--- src/rtl/hazard_pkg.sv ---
// ============================================================================
// hazard_pkg : shared FSM state type, constants and the load-use predicate
// Revision   : 1.0
// ============================================================================
`default_nettype none

package hazard_pkg;

    localparam int HZ_TIMEOUT_W = 8;

    typedef enum logic [1:0] {
        RUN        = 2'd0,
        LOAD_STALL = 2'd1,
        DMEM_WAIT  = 2'd2
    } hz_state_t;

    // Store data (rs2) is forwarded at MEM, so only a store's address operand can be hurt by a load.
    function automatic logic is_load_use(
        input logic [4:0] rs1,
        input logic [4:0] rs2,
        input logic [4:0] rd,
        input logic       uses_rs1,
        input logic       uses_rs2,
        input logic       is_store,
        input logic       mem_read
    );
        return mem_read && (rd != 5'd0) &&
               ((uses_rs1 && (rs1 == rd)) ||
                (uses_rs2 && (rs2 == rd) && !is_store));
    endfunction

endpackage

`default_nettype wire

--- src/rtl/hazard_perf_cnt.sv ---
// ============================================================================
// hazard_perf_cnt : free-running stall / flush performance counters (mod 2^32)
// Revision        : 1.0
// ============================================================================
`default_nettype none

module hazard_perf_cnt (
    input  logic        clk,
    input  logic        reset,
    input  logic        stall_if,
    input  logic        flush_any,
    output logic [31:0] stall_cycles,
    output logic [31:0] flush_count
);

    always_ff @(posedge clk) begin
        if (reset) begin
            stall_cycles <= 32'd0;
            flush_count  <= 32'd0;
        end else begin
            if (stall_if) begin
                stall_cycles <= stall_cycles + 32'd1;
            end
            if (flush_any) begin
                flush_count <= flush_count + 32'd1;
            end
        end
    end

endmodule

`default_nettype wire

--- src/rtl/hazard_control_unit.sv ---
// ============================================================================
// hazard_control_unit : pipeline stall/flush control (dmem wait > redirect >
//                       load-use > imem wait). Optional: HAZARD_PERF_CNT_EN.
// Revision            : 1.0
// ============================================================================
`default_nettype none

module hazard_control_unit
    import hazard_pkg::*;
#(
    parameter int unsigned DMEM_TIMEOUT = 255
) (
    input  logic        clk,
    input  logic        reset,
    input  logic [4:0]  rs1_id,
    input  logic [4:0]  rs2_id,
    input  logic        uses_rs1_id,
    input  logic        uses_rs2_id,
    input  logic        is_store_id,
    input  logic [4:0]  rd_exe,
    input  logic        mem_read_exe,
    input  logic        branch_taken_exe,
    input  logic        dmem_req_mem,
    input  logic        dmem_ack,
    input  logic        imem_ack,
    output logic        stall_if,
    output logic        stall_id,
    output logic        stall_exe,
    output logic        stall_mem,
    output logic        flush_id,
    output logic        flush_exe,
    output logic        flush_wb,
    output logic        bus_error,
    output logic [31:0] stall_cycles,
    output logic [31:0] flush_count
);

    localparam logic [HZ_TIMEOUT_W:0] TIMEOUT_LIMIT = DMEM_TIMEOUT[HZ_TIMEOUT_W:0];

    hz_state_t               state;
    logic [HZ_TIMEOUT_W-1:0] wait_cnt;
    logic [HZ_TIMEOUT_W:0]   cnt_next;
    logic                    in_wait;
    logic                    load_use;
    logic                    load_use_active;
    logic                    timeout;
    logic                    dmem_stall;

    always_comb begin
        in_wait         = (state == DMEM_WAIT);
        load_use        = is_load_use(rs1_id, rs2_id, rd_exe, uses_rs1_id, uses_rs2_id,
                                      is_store_id, mem_read_exe);
        // LOAD_STALL ignores the condition: the load has already moved on to MEM.
        load_use_active = load_use && (state != LOAD_STALL);
        // wait_cnt counts completed DMEM_WAIT cycles; cnt_next includes the current one.
        cnt_next        = {1'b0, wait_cnt} + {{HZ_TIMEOUT_W{1'b0}}, 1'b1};
        timeout         = in_wait && !dmem_ack && (cnt_next == TIMEOUT_LIMIT);
        dmem_stall      = in_wait ? (!dmem_ack && !timeout) : (dmem_req_mem && !dmem_ack);
    end

    always_comb begin
        stall_if  = 1'b0;
        stall_id  = 1'b0;
        stall_exe = 1'b0;
        stall_mem = 1'b0;
        flush_id  = 1'b0;
        flush_exe = 1'b0;
        flush_wb  = 1'b0;
        bus_error = 1'b0;
        if (!reset) begin
            bus_error = timeout;
            if (dmem_stall) begin
                stall_if  = 1'b1;
                stall_id  = 1'b1;
                stall_exe = 1'b1;
                stall_mem = 1'b1;
                flush_wb  = 1'b1;
            end else if (branch_taken_exe) begin
                flush_id  = 1'b1;
                flush_exe = 1'b1;
            end else if (load_use_active) begin
                stall_if  = 1'b1;
                stall_id  = 1'b1;
                flush_exe = 1'b1;
            end else if (!imem_ack) begin
                stall_if  = 1'b1;
                flush_id  = 1'b1;
            end
        end
    end

    always_ff @(posedge clk) begin
        if (reset) begin
            state    <= RUN;
            wait_cnt <= '0;
        end else if (dmem_stall) begin
            state    <= DMEM_WAIT;
            wait_cnt <= in_wait ? cnt_next[HZ_TIMEOUT_W-1:0] : '0;
        end else if (load_use_active && !branch_taken_exe) begin
            state    <= LOAD_STALL;
        end else begin
            state    <= RUN;
        end
    end

`ifdef HAZARD_PERF_CNT_EN
    hazard_perf_cnt u_perf_cnt (
        .clk          (clk),
        .reset        (reset),
        .stall_if     (stall_if),
        .flush_any    (flush_id | flush_exe),
        .stall_cycles (stall_cycles),
        .flush_count  (flush_count)
    );
`else
    assign stall_cycles = 32'd0;
    assign flush_count  = 32'd0;
`endif

endmodule

`default_nettype wire
--- config.mk ---
export PLATFORM = sky130hd
export DESIGN_NAME = hazard_control_unit
export DESIGN_NICKNAME = d
export VERILOG_FILES = /design/src/rtl/hazard_pkg.sv /design/src/rtl/hazard_perf_cnt.sv /design/src/rtl/hazard_control_unit.sv
export SDC_FILE = /design/constraint.sdc
export NUM_CORES = 1
export LEC_CHECK = 0
export CORE_MARGIN = 1
export CORE_UTILIZATION = 35
export DETAILED_ROUTE_END_ITERATION = 7
export HOLD_SLACK_MARGIN = 0.05
export PLACE_DENSITY = 0.92
export SYNTH_ARGS = -nofsm -noshare
export SYNTH_HDL_FRONTEND = slang
export SYNTH_SLANG_ARGS = --single-unit
--- constraint.sdc ---
create_clock -name clk -period 2.7 [get_ports clk]
set_input_delay 0.54 -clock clk [delete_from_list [all_inputs] [get_ports clk]]
set_output_delay 0.54 -clock clk [all_outputs]
set_load 0.03 [all_outputs]
==> implementation parameters <==
Parameter                              Value

Final layout
  Number of nets in the layout    258
  FF/Latch Area    between 200 and 250 µm²
  Final Non-Filler Cells    278
  Share of post-route cells with drive strength above 1    0.2913
  Layout fillers    329
  Leading cell type in the layout, fill and taps excluded    conb_1
  Area of the multi-input gates    932.1 µm²
  Post-synthesis to final-layout area growth    34.75%
  Final antenna diode count    0
  Commonest cells after routing, fill and taps aside    conb_1, buf_4, clkdlybuf4s50_1
  Post-Layout Inst Area    approximately 1800 µm²

Detailed routing
  Post-DR wirelength/cell    roughly 11 µm
  Drt pass-1 iters    4
  Final antenna-violating net count    0
  Starting DRT DRC Count    57
  Overall via count from detail_route    about 1,200
  Vias per Instance    4.460
  Remaining routing DRC violations    0
  Total Wirelength    3109 µm

Logic synthesis
  Synthesized-area fraction occupied by adder cells    0.01848
  Dominant synthesized flop cell    dfxtp_1
  Area of the mapped netlist    1354 µm²
  EDFF count, synth    0
  Post-synthesis area per instance    roughly 7.9 µm²
  Share of the synthesized area in compound gates (AO/OA/AOI/OAI)    0.1386
  Cell variety after synth    49
  Synthesized instance count    171
  Count of synthesis-stage warnings from yosys    0
  Area share of and/or/nand/nor cells after synthesis    0.2079
  Share of synthesized flip-flops with an asynchronous set or reset    0
  Mux share of post-synthesis cell area    0.01571
  FF+latch count, synth    10
  Sequential cell area fraction in the yosys report    0.1479
  Largest family of logic cells by synthesized area    buffers and inverters
  Post-Synth XOR/XNOR Area    0.07116

CTS
  CTS max path bufs    2
  Worst-Skew Late Latency    between 200 and 250 ps
  Number of clock sinks    10
  Root buffer cell    clkbuf_8
  Number of clock buffers inserted by TritonCTS    3
  CTS tree    yes
  CTS H-tree depth    1
  Hold bufs inserted after CTS    0
  Post-CTS clock slew at the launch and capture registers of the worst setup and hold paths    50 ps

GRT
  Pin count of the biggest net entering global routing    11
  Met1 Track Usage GR    0.1670
  Most Used Layer, Global Route    met2
  Via count of the first global-routing pass    1,061
  Met3 GRT Util    0.01964
  Leftover overflow at the end of global routing    0
  Global-route usage over all layers    0.1434
  First-pass GRT wire length    roughly 4700 µm
  Number of antenna violations at the first check in global routing    0
  GR met2 Demand/Resource    0.2620

Setup path
  Sort of element at the end of the critical path    output port
  Worst path max stage delay    about 390 ps
  Slowest-stage cell, CP    or3b_4
  CP Max Fanout    3
  Launch instance of the worst register-to-register path    wait_cnt[1]$_SDFFE_PP0P_
  Worst r2r path cells    9
  Slack of the worst reg-to-reg path    400 ps
  Top cell by count, worst path    buf_6
  Startpoint Class    flop
  Crit path kind    flop to output port
  Data arrival at the endpoint of the critical path    approximately 2300 ps
  CP Cell Sequence    inv_2 -> ha_4 -> and4bb_2 -> or3b_4 -> o32ai_4 -> a211o_1 -> buf_6 -> and2_4 -> a21boi_2 -> buf_6
  FF-to-FF End    wait_cnt[6]$_SDFFE_PP0P_
  Required time at the endpoint of the critical path    around 2200 ps

Pwr
  Areal power density over the cells    318.1 nW/µm²
  Peak supply drop    0.2205 mV
  Leakage power summed over all cells    0.9257 nW

Place
  Placed Instances    269
  Final HPWL DP    2433 µm
  Routability congestion estimate from global placement    ~0.99
  Number of buffers inserted by port buffering    32
  Cell Area, Placed    1640 µm²

Status
  Result of the run    complete, but fails checks
  Violated checks    negative setup slack

Timing
  Worst setup skew after layout    0.4463 ps
  Setup violations, final    3
  Slew at the pin with the worst max-slew slack    636.0 ps
  Headroom to the max-slew limit    0.5734
  Final Slew Violations    0
  Final Critical Period    2830 ps
  Final Hold Viols    0
  Final worst path period share    1.048
  Unrepaired setup endpoints after global routing    yes
  Final worst setup slack    -129.9 ps
  Maximum clock frequency    between 0.3 and 0.4 GHz

Worst hold path
  Worst Hold End    wait_cnt[1]$_SDFFE_PP0P_
  HP Start    wait_cnt[1]$_SDFFE_PP0P_
  Count of cells along the worst hold path    2
  Hold crit path type    flop to flop

Floorplan
  Horizontal die dimension    ~64 µm
  Vertical extent of the die    64.20 µm
  Cell row count    22
  I/O pin cnt    97
  Starting Density    0.3670
  Full die area    ~4000 µm²
  Core Area    3689 µm²

Flow run
  Max-cap viol count    0
## layout make-up
class,count,area share
Timing Repair Buffer,60,0.3004
Multi-Input combinational cell,149,0.5110
Clock buffer,4,0.03018
Tap cell,48,0.03292
Sequential cell,10,0.1111
Inverter,7,0.01440
## worst max-delay path, delay by kind of cell, from the launching register on
kind	cells	cell delay [ps]
flops	1	330
fa+ha+maj	1	130
buf+inv	3	320
compound gates	3	520
simple gates	3	740
## registers in the layout, summed over array words and instances (netlist names)
register,cells
state,2
wait_cnt,8
## Yosys cell counts (all sizes together) (3+ instances only)
master  number  share of area
xnor2        3          0.019
a211o        4          0.027
and2         3          0.016
nand3        3          0.011
nand2        8          0.022
nor2         6          0.018
a21oi        3          0.011
inv          7          0.019
and3         5          0.023
buf         68           0.38
dfxtp       10           0.15
nand4        3          0.018
xor2         8          0.052
nor4         5          0.023
## repair_timing
action / in CTS / in global routing
pin swaps: 12 / 5
setup buffers: 1 / 4
setup endpoints to repair: 7 / 7
gates resized for setup: 35 / 19
gates cloned: 0 / 0
## per-stage QoR
step	worst slack, ps	total power (W)	utilization	setup TNS (ps)	hold slack, ps
2_1_floorplan	51.32	0.0003900	-	0	489.4
3_3_place_gp	-642.8	0.0003834	0.4447	-2404	539.9
3_5_place_dp	-694.6	0.0003872	0.4447	-2785	564.3
4_1_cts	-111.0	0.0005745	0.4674	-180.6	575.6
5_1_grt	-217.0	0.0006061	0.4946	-697.3	606.2
6_report	-129.9	0.0005803	0.4946	-257.6	567.9
## worst max path at each step
stage | startpoint | endpoint | slack [ps] | cells past startpoint
global placement | dmem_ack | stall_if | -640 | 8
CTS | wait_cnt[0]$_SDFFE_PP0P_ | flush_exe | -110 | 10
global route | wait_cnt[0]$_SDFFE_PP0P_ | flush_exe | -220 | 10
finish | wait_cnt[0]$_SDFFE_PP0P_ | flush_exe | -130 | 10
detailed placement | dmem_ack | stall_if | -690 | 8
floorplan | dmem_ack | flush_exe | 50 | 7
## layer usage
layer	part of all wire	vias to the layer above
li1	-	578
met1	0.39	575
met2	0.53	80
met3	0.065	7
met4	0.014	0
met5	0	-
## cells by family after synthesis
| family | Yosys count |
|---|---|
| buf+inv | 75 |
| simple gates | 47 |
| compound gates | 23 |
| xor+xnor | 11 |
| flops | 10 |
| fa+ha+maj | 2 |
| mux | 2 |
| other cells | 1 |
## report_power, final
part           internal [W]  total [W]  switching (W)
Sequential         0.000149   0.000151     0.00000116
Clock              0.000128   0.000187      0.0000590
Combinational     0.0000690   0.000242       0.000173
Power figures use the tool's default switching activity.
